### config.mk
export PLATFORM = sky130hd
export DESIGN_NAME = insn_loader
export DESIGN_NICKNAME = d
export VERILOG_FILES = /design/src/rtl/insn_loader_pkg.sv /design/src/rtl/insn_loader.sv
export SDC_FILE = /design/constraint.sdc
export NUM_CORES = 1
export LEC_CHECK = 0
export CORE_MARGIN = 5
export CORE_UTILIZATION = 40
export CTS_CLUSTER_DIAMETER = 80
export CTS_CLUSTER_SIZE = 30
export DETAILED_ROUTE_END_ITERATION = 6
export PLACE_DENSITY = 0.85
export SKIP_LAST_GASP = 1
export SLEW_MARGIN = 20
export SYNTH_ARGS = -nofsm -noshare
export SYNTH_HDL_FRONTEND = slang
export SYNTH_SLANG_ARGS = --single-unit
### constraint.sdc
create_clock -name clk -period 3.05 [get_ports clk]
set_clock_uncertainty 0.2 [all_clocks]
set_input_delay 0.61 -clock clk [delete_from_list [all_inputs] [get_ports clk]]
set_output_delay 0.61 -clock clk [all_outputs]
set_load 0.05 [all_outputs]
### src/rtl/insn_loader_pkg.sv
// Shared constants and state encodings for the instruction-memory loader.
package insn_loader_pkg;

    localparam int INSN_LOAD_TIME = 4;
    localparam int INSN_BUS_COUNT = 4;
    localparam int INSN_SIZE      = 16;
    localparam int INSN_BUS_W     = INSN_BUS_COUNT * INSN_SIZE;
    localparam int INSN_CNT_W     = (INSN_LOAD_TIME > 1) ? $clog2(INSN_LOAD_TIME) : 1;

    typedef enum logic [1:0] {
        ST_IDLE = 2'd0,
        ST_LOAD = 2'd1,
        ST_DONE = 2'd2
    } loader_state_t;

endpackage

### src/rtl/insn_loader.sv
// Streams INSN_LOAD_TIME source beats into instruction memory, one write strobe
// per accepted beat, with abort and a one-cycle done pulse on the final beat.
//
// state | meaning
// IDLE  | waiting for start (ignored while abort is high)
// LOAD  | accepting beats; cnt is the index of the next beat
// DONE  | final beat being written; done pulses, then back to IDLE
module insn_loader
    import insn_loader_pkg::*;
(
    input  logic                  clk,
    input  logic                  reset,
    input  logic                  start,
    input  logic                  abort,
    input  logic                  src_valid,
    input  logic [INSN_BUS_W-1:0] src_data,
    output logic                  src_ready,
    output logic                  init_insn_mem,
    output logic [INSN_BUS_W-1:0] insn_data,
    output logic [INSN_CNT_W-1:0] insn_load_counter,
    output logic                  busy,
    output logic                  done
);

    localparam logic [INSN_CNT_W-1:0] LAST_CNT = INSN_CNT_W'(INSN_LOAD_TIME - 1);

    loader_state_t         state_q;
    logic [INSN_CNT_W-1:0] cnt_q;
    logic                  accept;

    assign src_ready = (state_q == ST_LOAD) & ~abort;
    assign accept    = src_valid & src_ready;

    always_ff @(posedge clk or posedge reset) begin
        if (reset) begin
            state_q           <= ST_IDLE;
            cnt_q             <= '0;
            init_insn_mem     <= 1'b0;
            insn_data         <= '0;
            insn_load_counter <= '0;
            busy              <= 1'b0;
            done              <= 1'b0;
        end else begin
            init_insn_mem <= accept;
            done          <= 1'b0;
            if (accept) begin
                insn_data         <= src_data;
                insn_load_counter <= cnt_q;
            end
            case (state_q)
                ST_IDLE: begin
                    if (start && !abort) begin
                        state_q <= ST_LOAD;
                        cnt_q   <= '0;
                        busy    <= 1'b1;
                    end
                end
                ST_LOAD: begin
                    if (abort) begin
                        state_q <= ST_IDLE;
                        cnt_q   <= '0;
                        busy    <= 1'b0;
                    end else if (accept) begin
                        // Last beat: leave cnt at 0 rather than letting it wrap.
                        if (cnt_q == LAST_CNT) begin
                            state_q <= ST_DONE;
                            cnt_q   <= '0;
                            done    <= 1'b1;
                        end else begin
                            cnt_q <= cnt_q + INSN_CNT_W'(1);
                        end
                    end
                end
                ST_DONE: begin
                    state_q <= ST_IDLE;
                    busy    <= 1'b0;
                end
                default: begin
                    state_q <= ST_IDLE;
                    cnt_q   <= '0;
                    busy    <= 1'b0;
                end
            endcase
        end
    end

endmodule

==> results of run 1 <==
==> cells in the mapped netlist <==
| master | instances |
|---|---|
| dfrtp_1 | 73 |
| mux2_2 | 59 |
| mux2_4 | 7 |
| buf_4 | 5 |
| inv_1 | 3 |
| a21oi_1 | 2 |
| and2_1 | 2 |
| buf_6 | 2 |
| nand2_1 | 2 |
| nor2b_1 | 2 |
| o2bb2ai_1 | 2 |
| a31oi_1 | 1 |
| and2b_1 | 1 |
| and3_4 | 1 |
| buf_8 | 1 |
| ha_1 | 1 |
| mux2i_1 | 1 |
| nand2b_1 | 1 |
| nor2_2 | 1 |
| nor3b_1 | 1 |
| o21ai_0 | 1 |
| o21bai_1 | 1 |
==> power by group <==
| group | switching, µW | internal, µW |
|---|---|---|
| logic | 923 | 582 |
| clock network | 345 | 611 |
| registers | 105 | 1170 |
==> flip-flops by register name (all words and copies together) (netlist names) <==
signal,flops
state_q,2
cnt_q,2
done,1
insn_data,64
init_insn_mem,1
insn_load_counter,2
busy,1
==> worst max-delay path, delay by kind of cell <==
kind          cells  cell delay [ns]
buf+inv           3             0.70
simple gates      2             0.30
==> through the flow <==
step	cells	total power (µW)	hold WS [ns]
floorplan	170	2240	0.221
global placement	401	2780	0.231
detailed placement	401	2820	0.234
CTS	417	3780	0.250
global route	417	3890	0.263
finish	417	3740	0.251
==> final timing paths <==
check                                       startpoint                        end  slack, ns  cells past startpoint
worst max register to register  state_q[1]$_DFFE_PP0P_  insn_data[27]$_DFFE_PP0P_       1.12                      4
min in group asynchronous                        reset  insn_data[56]$_DFFE_PP0P_       0.47                      3
worst min-delay path            state_q[1]$_DFFE_PP0P_           busy$_DFFE_PP0P_       0.25                      1
worst max-delay path                             abort                  src_ready       0.63                      5
max in group asynchronous                        reset  insn_data[31]$_DFFE_PP0P_       1.87                      3
worst min register to register  state_q[1]$_DFFE_PP0P_           busy$_DFFE_PP0P_       0.25                      1
==> cell families (layout without fill, tap and decap cells) <==
logic type                 Yosys count  count (layout)  synth area share
muxes                               67              67             0.276
and+or+nand+nor                     11              11            0.0253
buffers and inverters               11             162            0.0306
DFF                                 73              73             0.647
adders and majority gates            1               1           0.00443
AOI/OAI and AO/OA                    7               7            0.0164
==> layer usage <==
layer | global-route usage | part of all wire | vias to the layer above | routed length [µm]
met3 | 0.0585 | 0.086 | 11 | 568
li1 | - | - | 885 | -
met4 | 0.0590 | 0.016 | 0 | 103
met5 | 0 | 0 | - | 0
met1 | 0.177 | 0.40 | 941 | 2610
met2 | 0.263 | 0.50 | 90 | 3290
==> cell type report <==
class,count,area (µm²),area share
timing repair buffer,143,1450,0.317
tap,96,120,0.0262
sequential,73,1830,0.398
clock buffer,12,165,0.0360
multi-input combinational,86,910,0.198
inverter,3,11.3,0.00246
clock inverter,4,97.6,0.0213
==> impl_metrics.yaml, run 1 <==
timing:
  finalSetupViolCount: 0
  worst-slew-pin-transition_ns: 0.531
  slew_viol_final: 0
  period_share: 0.794
  post-route-min-period_ns: 2.42
  setup_tns_ns: 0
  fmax_ghz: 0.413
  max_slew_margin: 0.645
  rsz0062_at_grt: "false"
  setup_slack_ns: 0.628
  finalHoldViolations: 0
cells_and_area:
  fin_util: 0.671
  synthToLayoutAreaGrowth_pct: 62.4
  final_cell_mix: "137 x clkdlybuf4s50_1, 73 x dfrtp_1, 59 x mux2_2, 12 x clkbuf_8, 7 x mux2_4"
  num_antenna_cells: 0
  fin_nets: 386
  final_common_cell: "clkdlybuf4s50_1"
  fillers: 515
  finish.instance_area_um2: 4580
  layout-drive-gt1-share: 0.283
drt:
  detail_route.drc_violations: 0
  drt_iter0_markers: 78
  ant_nets: 0
  num_vias: 1927
  avgRoutedWirePerCell_um: 15.8
  via_per_inst: 4.62
  wirelength_um: 6570
  first_pass_iters: 4
synth:
  synthesis.nets: 240
  synth.cell_area_um2: 2820
  synth_cell_types: 22
  yosys_register_bits: 73
  ys_warn_count: 0
  synth.top_cell.area_share: 0.647
  ys_seq_area_frac: 0.647
  synthCells: 170
  synth_top_cell_by_area: "dfrtp_1"
  synth.area.top_cells: "dfrtp_1 65%, mux2_2 24%, mux2_4 3.7%, buf_4 1.3%, buf_6 0.80%"
  synth_area_per_cell_um2: 16.6
critical_path:
  critical_path_class: "in -> out"
  crit_required_ns: 2.24
  cp.arrival_ns: 1.61
  cp-start-kind: "input port"
  crit_slowest_cell: "clkdlybuf4s50_1"
  endpoint_kind: "primary output"
  crit_path_max_fanout: 4
  crit_path_max_incr_delay_ns: 0.45
  path_cells: "clkdlybuf4s50_1, nor2_2, nand2_1, inv_1, buf_12"
global_routing:
  grt.total_usage: 0.155
  antenna_found_initial: 0
  grt_pass1_vias: 2151
  grt_max_degree: 74
  grt_first_pass_wirelength_um: 10500
  grt_overflow: 0
clock_network:
  tritoncts: "built"
  cts_buffers: 9
  path_clk_slew_ns: 0.08
  cts_root_buf: "clkbuf_8"
  post_cts_resized: 0
  h-tree-depth: 3
  post_cts_buffers: 0
  ctsHoldBuffers: 0
  cts_sinks: 73
  ctsLongestPathBuffers: 2
  insertion_delay_ns: 0.33
min_path:
  hold_class: "reg -> reg"
placed_design:
  portBuffers: 138
  hpwl_um: 5050
  pre_cts_slack_ns: 0.378
  gp_congestion: 0.696
  place_area_um2: 4320
pwr:
  irDropWorstVdd_uv: 436
  p_per_area_nw_per_um2: 815
  p_leak_uw: 0.00193
floorplanning:
  die_x_um: 94.0
  rows: 30
  io_pins: 139
  core_area_um2: 6830
  start_util: 0.413
  dieArea_um2: 8840
  dieHeight_um: 94.0
run:
  cap_viol_max_count: 0
status:
  status: "complete, no violations"
Power figures use the tool's default switching activity.
==> run 2, diff against run 1 <==
==> constraint.sdc (replaced) <==
create_clock -name clk -period 2.3 [get_ports clk]
set_clock_uncertainty 0.2 [all_clocks]
set_input_delay 0.46 -clock clk [delete_from_list [all_inputs] [get_ports clk]]
set_output_delay 0.46 -clock clk [all_outputs]
set_load 0.05 [all_outputs]
==> run 2 against run 1 <==
Core utilization is 0.42 points higher. Sequential share of layout area fell by 0.25 points. Critical path type unchanged. Non-clock buffer count increased by 1. Critical endpoint unchanged. Register-to-register slack worse by 0.45 ns.
==> impl_metrics.yaml, run 2 (synthesized netlist as in run 1, its figures left out) <==
status:
  status: "complete, no violations"
critical_path:
  cp.arrival_ns: 1.52
  endpoint_kind: "primary output"
  cp-start-kind: "input port"
  crit_required_ns: 1.64
  crit_path_max_fanout: 3
  critical_path_class: "in -> out"
drt:
  drt_iter0_markers: 30
  ant_nets: 0
  num_vias: 1905
  avgRoutedWirePerCell_um: 15.8
  via_per_inst: 4.56
  first_pass_iters: 4
  detail_route.drc_violations: 0
  wirelength_um: 6600
cells_and_area:
  final_cell_mix: "136 x clkdlybuf4s50_1, 73 x dfrtp_1, 59 x mux2_2, 9 x clkbuf_8, 7 x mux2_4"
  fin_util: 0.675
  num_antenna_cells: 0
  largest_register_ffs: 64
  synthToLayoutAreaGrowth_pct: 63.4
  fin_nets: 387
  top_register: "insn_data"
  layout-drive-gt1-share: 0.286
  final_common_cell: "clkdlybuf4s50_1"
global_routing:
  antenna_found_initial: 0
  grt_overflow: 0
  grt.total_usage: 0.155
  grt_first_pass_wirelength_um: 10400
  grt_pass1_vias: 2135
  grt_max_degree: 37
timing:
  slew_viol_final: 0
  rsz0062_at_grt: "false"
  finalSetupViolCount: 0
  period_share: 0.947
  finalHoldViolations: 0
  setup_tns_ns: 0
  worst-slew-pin-transition_ns: 0.527
  post-route-min-period_ns: 2.18
  fmax_ghz: 0.459
  max_slew_margin: 0.648
clock_network:
  cts_buffers: 9
  path_clk_slew_ns: 0.07
  insertion_delay_ns: 0.33
  post_cts_buffers: 0
  tritoncts: "built"
  ctsLongestPathBuffers: 2
  cts_root_buf: "clkbuf_8"
  ctsHoldBuffers: 0
  cts_sinks: 73
  h-tree-depth: 3
  post_cts_resized: 0
floorplanning:
  io_pins: 139
  die_x_um: 94.0
  core_area_um2: 6830
  start_util: 0.413
  dieHeight_um: 94.0
  rows: 30
  dieArea_um2: 8840
placed_design:
  gp_congestion: 0.752
  hpwl_um: 4980
  portBuffers: 138
pwr:
  finalPower_uw: 4980
  p_leak_uw: 0.00194
  irDropWorstVdd_uv: 569
  p_per_area_nw_per_um2: 1080
min_path:
  hold_class: "reg -> reg"
run:
  cap_viol_max_count: 0
-- run 2: through the flow --
step	hold slack, ns	cells	worst slack, ns	area, µm²
3_5_place_dp	0.236	402	0.0848	4360
3_3_place_gp	0.231	402	0.110	4360
2_1_floorplan	0.221	170	0.535	2830
5_1_grt	0.276	418	0.0208	4610
4_1_cts	0.245	418	0.0985	4610
6_report	0.244	418	0.121	4610
-- run 2: report_power, final --
group	switching [µW]	internal, µW	leakage [µW]	total [µW]
registers	138	1550	0.000882	1690
clock network	460	828	0.000130	1290
logic	1220	776	0.000931	2000
total	1820	3160	0.00194	4980
-- run 2: worst paths after layout --
check	cells after the start	from	slack (ns)	to
setup / recovery	6	abort	0.12	src_ready
min in group asynchronous	2	reset	0.30	insn_data[45]$_DFFE_PP0P_
hold / removal	1	state_q[1]$_DFFE_PP0P_	0.24	busy$_DFFE_PP0P_
hold reg to reg	1	state_q[1]$_DFFE_PP0P_	0.24	busy$_DFFE_PP0P_
setup reg to reg	4	state_q[1]$_DFFE_PP0P_	0.67	insn_data[40]$_DFFE_PP0P_
max in group asynchronous	3	reset	1.12	insn_data[16]$_DFFE_PP0P_
-- run 2: final cells by class --
type                       instances  area, µm²
sequential                        73       1830
inverter                           3       15.0
multi-input combinational         86        910
fill                             520       2220
clock inverter                     6        130
tap                               96        120
timing repair buffer             144       1480
clock buffer                      10        128
-- run 2: critical path, stage by stage --
cell and delay (ns):
clkdlybuf4s50_1 0.45, nor2_2 0.14, buf_4 0.12, nand2_1 0.09
inv_1 0.12, buf_12 0.14
-- run 2: routing by layer --
layer / vias up / global-route usage / part of all wire
li1: 884 / - / -
met3: 8 / 0.0553 / 0.086
met1: 932 / 0.176 / 0.40
met4: 0 / 0.0614 / 0.012
met5: - / 0 / 0
met2: 81 / 0.264 / 0.50
